==> src/rtl/vga_draw_arbiter.sv <==
`default_nettype none
// ============================================================================
// Module      : vga_draw_arbiter
// Description : Shares the single VGA pixel-write port among several sprite
//               drawers. Requester 0 (screen clear) has fixed top priority;
//               requesters 1..N_REQ-1 rotate round-robin. A winner owns the
//               port for a whole transaction, ended by done or by dropping
//               req. Off-screen pixels are suppressed.
// Ports       : clk, reset              - clock, synchronous active-high reset
//               req, done               - per-requester request / end pulse
//               x_in, y_in, colour_in   - packed per-requester pixel data
//               plot_in                 - per-requester pixel write enable
//               gnt, busy               - registered one-hot grant, |gnt
//               x_out, y_out,
//               colour_out, plot_out    - registered pixel to vga_adapter
//               timeout_err             - 1-cycle watchdog revoke pulse
// Options     : VGA_DRAW_ARBITER_WATCHDOG_EN - revoke grants held for
//               MAX_GRANT_CYCLES cycles; otherwise timeout_err is tied 0.
// Revision    : 1.0 - initial release
// ============================================================================
module vga_draw_arbiter #(
    parameter int N_REQ            = 4,
    parameter int X_SCREEN_PIXELS  = 160,
    parameter int Y_SCREEN_PIXELS  = 120,
    parameter int MAX_GRANT_CYCLES = 20000
) (
    input  logic                 clk,
    input  logic                 reset,
    input  logic [N_REQ-1:0]     req,
    input  logic [N_REQ-1:0]     done,
    input  logic [8*N_REQ-1:0]   x_in,
    input  logic [7*N_REQ-1:0]   y_in,
    input  logic [3*N_REQ-1:0]   colour_in,
    input  logic [N_REQ-1:0]     plot_in,
    output logic [N_REQ-1:0]     gnt,
    output logic                 busy,
    output logic [7:0]           x_out,
    output logic [6:0]           y_out,
    output logic [2:0]           colour_out,
    output logic                 plot_out,
    output logic                 timeout_err
);

    localparam int c_idx_w = (N_REQ > 1) ? $clog2(N_REQ) : 1;
    localparam logic [N_REQ-1:0] c_gnt_lsb = N_REQ'(1);

    localparam logic [1:0] c_idle    = 2'd0;
    localparam logic [1:0] c_grant   = 2'd1;
    localparam logic [1:0] c_release = 2'd2;

    logic [1:0]          r_state;
    logic [1:0]          w_state_nxt;
    logic [c_idx_w-1:0]  r_sel;
    logic [c_idx_w-1:0]  r_last;
    logic [c_idx_w-1:0]  w_winner;
    logic                w_found;
    int                  w_idx;
    logic [N_REQ-1:0]    r_gnt;
    logic [7:0]          r_x;
    logic [6:0]          r_y;
    logic [2:0]          r_col;
    logic                r_plot;
    logic [7:0]          w_x;
    logic [6:0]          w_y;
    logic [2:0]          w_col;
    logic                w_plot_ok;
    logic                w_end_grant;
    logic                w_wd_expire;

    // Winner selection: requester 0 first, then a rotating search over
    // 1..N_REQ-1 that starts just after the last winner. r_last == 0 (a
    // clear was last served) naturally starts the search at 1.
    always_comb begin
        w_winner = '0;
        w_found  = 1'b0;
        w_idx    = 0;
        if (!req[0]) begin
            for (int k = 0; k < N_REQ - 1; k++) begin
                w_idx = int'(r_last) + 1 + k;
                if (w_idx > N_REQ - 1) begin
                    w_idx = w_idx - (N_REQ - 1);
                end
                if (!w_found && req[c_idx_w'(w_idx)]) begin
                    w_found  = 1'b1;
                    w_winner = c_idx_w'(w_idx);
                end
            end
        end
    end

    // Selected requester's pixel and end-of-transaction condition
    assign w_x   = x_in[8*int'(r_sel) +: 8];
    assign w_y   = y_in[7*int'(r_sel) +: 7];
    assign w_col = colour_in[3*int'(r_sel) +: 3];
    assign w_plot_ok = plot_in[r_sel]
                     & (int'(w_x) < X_SCREEN_PIXELS)
                     & (int'(w_y) < Y_SCREEN_PIXELS);
    assign w_end_grant = done[r_sel] | ~req[r_sel];

    always_ff @(posedge clk) begin
        if (reset) begin
            r_state <= c_idle;
        end else begin
            r_state <= w_state_nxt;
        end
    end

    always_comb begin
        w_state_nxt = r_state;
        case (r_state)
            c_idle:    if (|req) w_state_nxt = c_grant;
            c_grant:   if (w_end_grant || w_wd_expire) w_state_nxt = c_release;
            c_release: w_state_nxt = c_idle;
            default:   w_state_nxt = c_idle;
        endcase
    end

    always_ff @(posedge clk) begin
        if (reset) begin
            r_gnt  <= '0;
            r_sel  <= '0;
            r_last <= c_idx_w'(N_REQ - 1);
            r_x    <= '0;
            r_y    <= '0;
            r_col  <= '0;
            r_plot <= 1'b0;
        end else begin
            case (r_state)
                c_idle: begin
                    r_plot <= 1'b0;
                    if (|req) begin
                        r_sel <= w_winner;
                        r_gnt <= c_gnt_lsb << w_winner;
                    end
                end
                c_grant: begin
                    // The pixel presented alongside done is still written.
                    r_x    <= w_x;
                    r_y    <= w_y;
                    r_col  <= w_col;
                    r_plot <= w_plot_ok;
                    if (w_end_grant || w_wd_expire) begin
                        r_gnt  <= '0;
                        r_last <= r_sel;
                    end
                end
                default: begin
                    // Release: the final pixel stays visible for this cycle
                    r_gnt  <= '0;
                    r_plot <= 1'b0;
                end
            endcase
        end
    end

`ifdef VGA_DRAW_ARBITER_WATCHDOG_EN
    localparam logic [15:0] c_wd_limit = 16'(MAX_GRANT_CYCLES - 1);

    logic [15:0] r_wd_cnt;
    logic        r_timeout;

    // Counter is held at 0 outside GRANT, so it starts from 0 on entry.
    assign w_wd_expire = (r_state == c_grant) && (r_wd_cnt == c_wd_limit);

    always_ff @(posedge clk) begin
        if (reset) begin
            r_wd_cnt  <= '0;
            r_timeout <= 1'b0;
        end else begin
            r_timeout <= w_wd_expire && !w_end_grant;
            if (r_state == c_grant) begin
                r_wd_cnt <= r_wd_cnt + 16'd1;
            end else begin
                r_wd_cnt <= '0;
            end
        end
    end

    assign timeout_err = r_timeout;
`else
    assign w_wd_expire = 1'b0;
    assign timeout_err = 1'b0;

    // The watchdog limit only matters when the watchdog is built; an
    // out-of-range value elaborates to nothing here.
    if (MAX_GRANT_CYCLES < 2) begin : g_wd_limit_unused
    end
`endif

    assign gnt        = r_gnt;
    assign busy       = |r_gnt;
    assign x_out      = r_x;
    assign y_out      = r_y;
    assign colour_out = r_col;
    assign plot_out   = r_plot;

endmodule
`default_nettype wire

==> config.mk <==
export PLATFORM = sky130hd
export DESIGN_NAME = vga_draw_arbiter
export DESIGN_NICKNAME = d
export VERILOG_FILES = /design/src/rtl/vga_draw_arbiter.sv
export SDC_FILE = /design/constraint.sdc
export NUM_CORES = 1
export LEC_CHECK = 0
export ABC_AREA = 1
export CAP_MARGIN = 20
export CORE_MARGIN = 3
export CORE_UTILIZATION = 41
export DETAILED_ROUTE_END_ITERATION = 10
export PLACE_DENSITY = 0.81
export SLEW_MARGIN = 20
export SYNTH_ARGS = -nofsm -noshare
export SYNTH_HDL_FRONTEND = slang
export SYNTH_SLANG_ARGS = --single-unit
==> constraint.sdc <==
create_clock -name clk -period 3.2 [get_ports clk]
set_clock_uncertainty 0.05 [all_clocks]
set_input_delay 0.64 -clock clk [delete_from_list [all_inputs] [get_ports clk]]
set_output_delay 0.64 -clock clk [all_outputs]
set_load 0.03 [all_outputs]
==> metrics.md <==
| Metric | Value |
|---|---|
| Post-CTS Resized | 0 |
| Endpoints failing hold | 0 |
| Clk sinks | 29 |
| Post-route insts no fill | 465 |
| 1st-iter DRT viols | 55 |
| CP endpoint kind | output port |
| Chip width | 74.84 µm |
| Layout cells sized above 1 | 6.053% |
| Cell variety after synth | 26 |
| Antenna violations before repair | 0 |
| Switching part of the total power | approximately two fifths |
| Post-CTS Hold Buffers | 0 |
| Unrepaired setup endpoints after global routing | no |
| Footprint of the multi-input gates | 1147 µm² |
| First-pass GRT wire length | 9.922 mm |
| Register area share after synthesis | 29.88% |
| Pin count of the biggest net entering global routing | 43 |
| P_int | 1.040 mW |
| Yosys top cell area share | 29.88% |
| Placed Instance Area | 3008 µm² |
| Routed wire length per instance | roughly 13 µm |
| Clock buffer depth | 2 |
| Critical path startpoint category | register |
| Vias per cell | 5.135 |
| Max VDD drop | 0.3567 mV |
| Hold Path Class | register to register |
| Gr usage total | 22.78% |
| Htree depth | 2 |
| Syn avg cell area | 6.228 µm² |
| Cell area after synthesis | 1943 µm² |
| Post-Synthesis Cells | 312 |
| Post-route ant nets | 0 |
| Die Ht | 74.84 µm |
| Slew @ Worst Pin | about 640 ps |
| Slowest stage cell, crit path | clkdlybuf4s50_1 |
| CP cell instances | or4_1 > clkdlybuf4s50_1 |
| Largest area contributor in the netlist | dfxtp_1 |
| CP peak stage delay | 600 ps |
| Setup bufs post-CTS | 0 |
| Syn nets | 400 |
| Max-cap violations | 0 |
| Worst-path clk slew | ~60 ps |
| DRC Markers | 0 |
| Min Tclk post-route | ~2400 ps |
| CTS Buf Count | 5 |
| Setup-failing EPs final | 0 |
| Dpl cells | 457 |
| Seq. cell area | 580.6 µm² |
| Detailed-route via count | 2,388 |
| DIE AREA | 5601 µm² |
| Synth top area cells | dfxtp_1 30%, nor2_1 13%, o21ai_0 11% |
| Slew HR | 56.99% |
| CTS tree | built |
| Logic pwr share | between 50% and 60% |
| 1st-pass router iterations | 4 |
| I/O pin total | between 100 and 150 |
| Number of global-route vias before repair | 2,232 |
| Setup tns final | 0 ps |
| Power density over the cells | ~550 nW/µm² |
| Core ar. | between 4000 and 5000 µm² |
| Sw power | 0.6844 mW |
| Total gr overflow | 0 |
| Max Slew Vio Count | 0 |
| Initial Utilization | 43.43% |
| FP Rows | 24 |
| Worst path required time | between 2000 and 3000 ps |
| Synth warn | 0 |
| Clk_lat worst skew | approximately 280 ps |
| Fillers | a little under 400 |
| Post-DP HPWL | 4.631 mm |
| Tcrit/Tclk final | 74.88% |
| Run status | finished, final reports clean |
| Clock power share | 22.5% |
| Seq cells post-synth | 29 |
| IO Port Bufs | ~110 |
| Max Freq | 0.4173 GHz |
| Worst Path Max Fanout | 3 |
| Root buf cell | clkbuf_8 |
| Final #Nets | 500 |
| Lkg Pwr | between 1 and 1.5 nW |
| RD Place Congestion | 0.8517 |
| Drt total wl | slightly above 6 mm |
| Crit path kind | register to output port |
| Cell area after layout | 3124 µm² |
| Sequential share of power | a little over a quarter |
| Area growth, synth to finish | 60.79% |
| Worst EP arrival | 1710 ps |
| Diode count | 0 |
## power by group through the flow
stage                     logic [mW]  registers, mW  clock network (mW)
after floorplan                0.491          0.555                   0
after global placement         0.862          0.475                   0
after detailed placement       0.866          0.476                   0
after CTS                      0.871          0.471               0.392
after global routing           0.961          0.480               0.411
final                          0.866          0.470               0.388
## sequential cells by signal (all words and copies together), names as in the netlist
signal / count
x_out: 8
y_out: 7
r_last: 2
r_sel: 2
gnt: 4
colour_out: 3
plot_out: 1
r_state: 2
## cell usage after synthesis
| master | n |
|---|---|
| nand4_1 | 3 |
| buf_2 | 7 |
| nor4_1 | 1 |
| buf_4 | 1 |
| o21ai_0 | 44 |
| conb_1 | 1 |
| buf_6 | 4 |
| inv_1 | 23 |
| nand2_2 | 3 |
| ha_1 | 2 |
| nand3_2 | 3 |
| a32o_1 | 3 |
| or4_1 | 1 |
| clkbuf_1 | 7 |
| nor2_2 | 4 |
| o22ai_1 | 13 |
| nand2_1 | 41 |
| o21ai_1 | 10 |
| nand2_4 | 1 |
| inv_2 | 4 |
| dfxtp_1 | 29 |
| o22a_1 | 3 |
| o211ai_1 | 2 |
| nand3_1 | 15 |
| nor2_1 | 69 |
| a21oi_1 | 18 |
## final timing paths
check / end / cells past startpoint / from / slack [ps]
worst min-delay path: gnt[2] / 2 / gnt[2] / 430
worst min register to register: gnt[2] / 2 / gnt[2] / 430
worst max register to register: r_last[0] / 8 / r_sel[1] / 1120
worst max-delay path: busy / 2 / gnt[3] / 800
## layer usage
layer | GRT usage (%) | vias to the layer above | routed length, µm
met5 | 0 | - | 0
met1 | 25.71 | 1069 | 2634
met2 | 39.26 | 77 | 2911
li1 | - | 1236 | -
met4 | 5.929 | 0 | 69
met3 | 9.880 | 6 | 531
## final cells by class
cell class,count,area share (%)
Clock inverter,1,0.9612
Clock buffer,7,2.763
Sequential cell,29,18.58
Tap cell,52,2.082
Timing Repair Buffer,112,35.64
Inverter,27,3.244
Multi-Input combinational cell,237,36.72
## layout by cell type (no fill, tap or decap), types with 4 or more instances in the layout
| cell type | instances |
|---|---|
| inv_2 | 4 |
| nor2_1 | 69 |
| nand2_1 | 41 |
| clkbuf_8 | 6 |
| o22ai_1 | 13 |
| dfxtp_1 | 29 |
| inv_1 | 23 |
| a21oi_1 | 18 |
| nand3_1 | 15 |
| o21ai_1 | 10 |
| clkdlybuf4s50_1 | 109 |
| o21ai_0 | 44 |
| nor2_2 | 4 |
## metrics by stage
stage	worst slack (ps)	hold slack [ps]	total power [mW]	utilization, %
floorplan	1398	411.3	1.046	-
global placement	1025	419.6	1.336	67.23
detailed placement	1012	428.3	1.342	67.23
CTS	791.4	437.3	1.734	69.83
global route	746.0	468.8	1.852	69.83
finish	803.8	434.1	1.724	69.83
## cells by family after synthesis
family          share of synthesized area, %
flops                                  29.88
buf+inv                                11.08
fa+ha+maj                              1.288
compound gates                         26.40
other cells                           0.1930
simple gates                           31.17
## worst max-delay path: cells and delay by family, from the launching register on
| kind | cells | cell delay (ps) |
|---|---|---|
| buffers and inverters | 1 | 600 |
| and+or+nand+nor | 1 | 510 |
| DFF | 1 | 320 |
No activity file was read; power rests on OpenSTA's default activity.
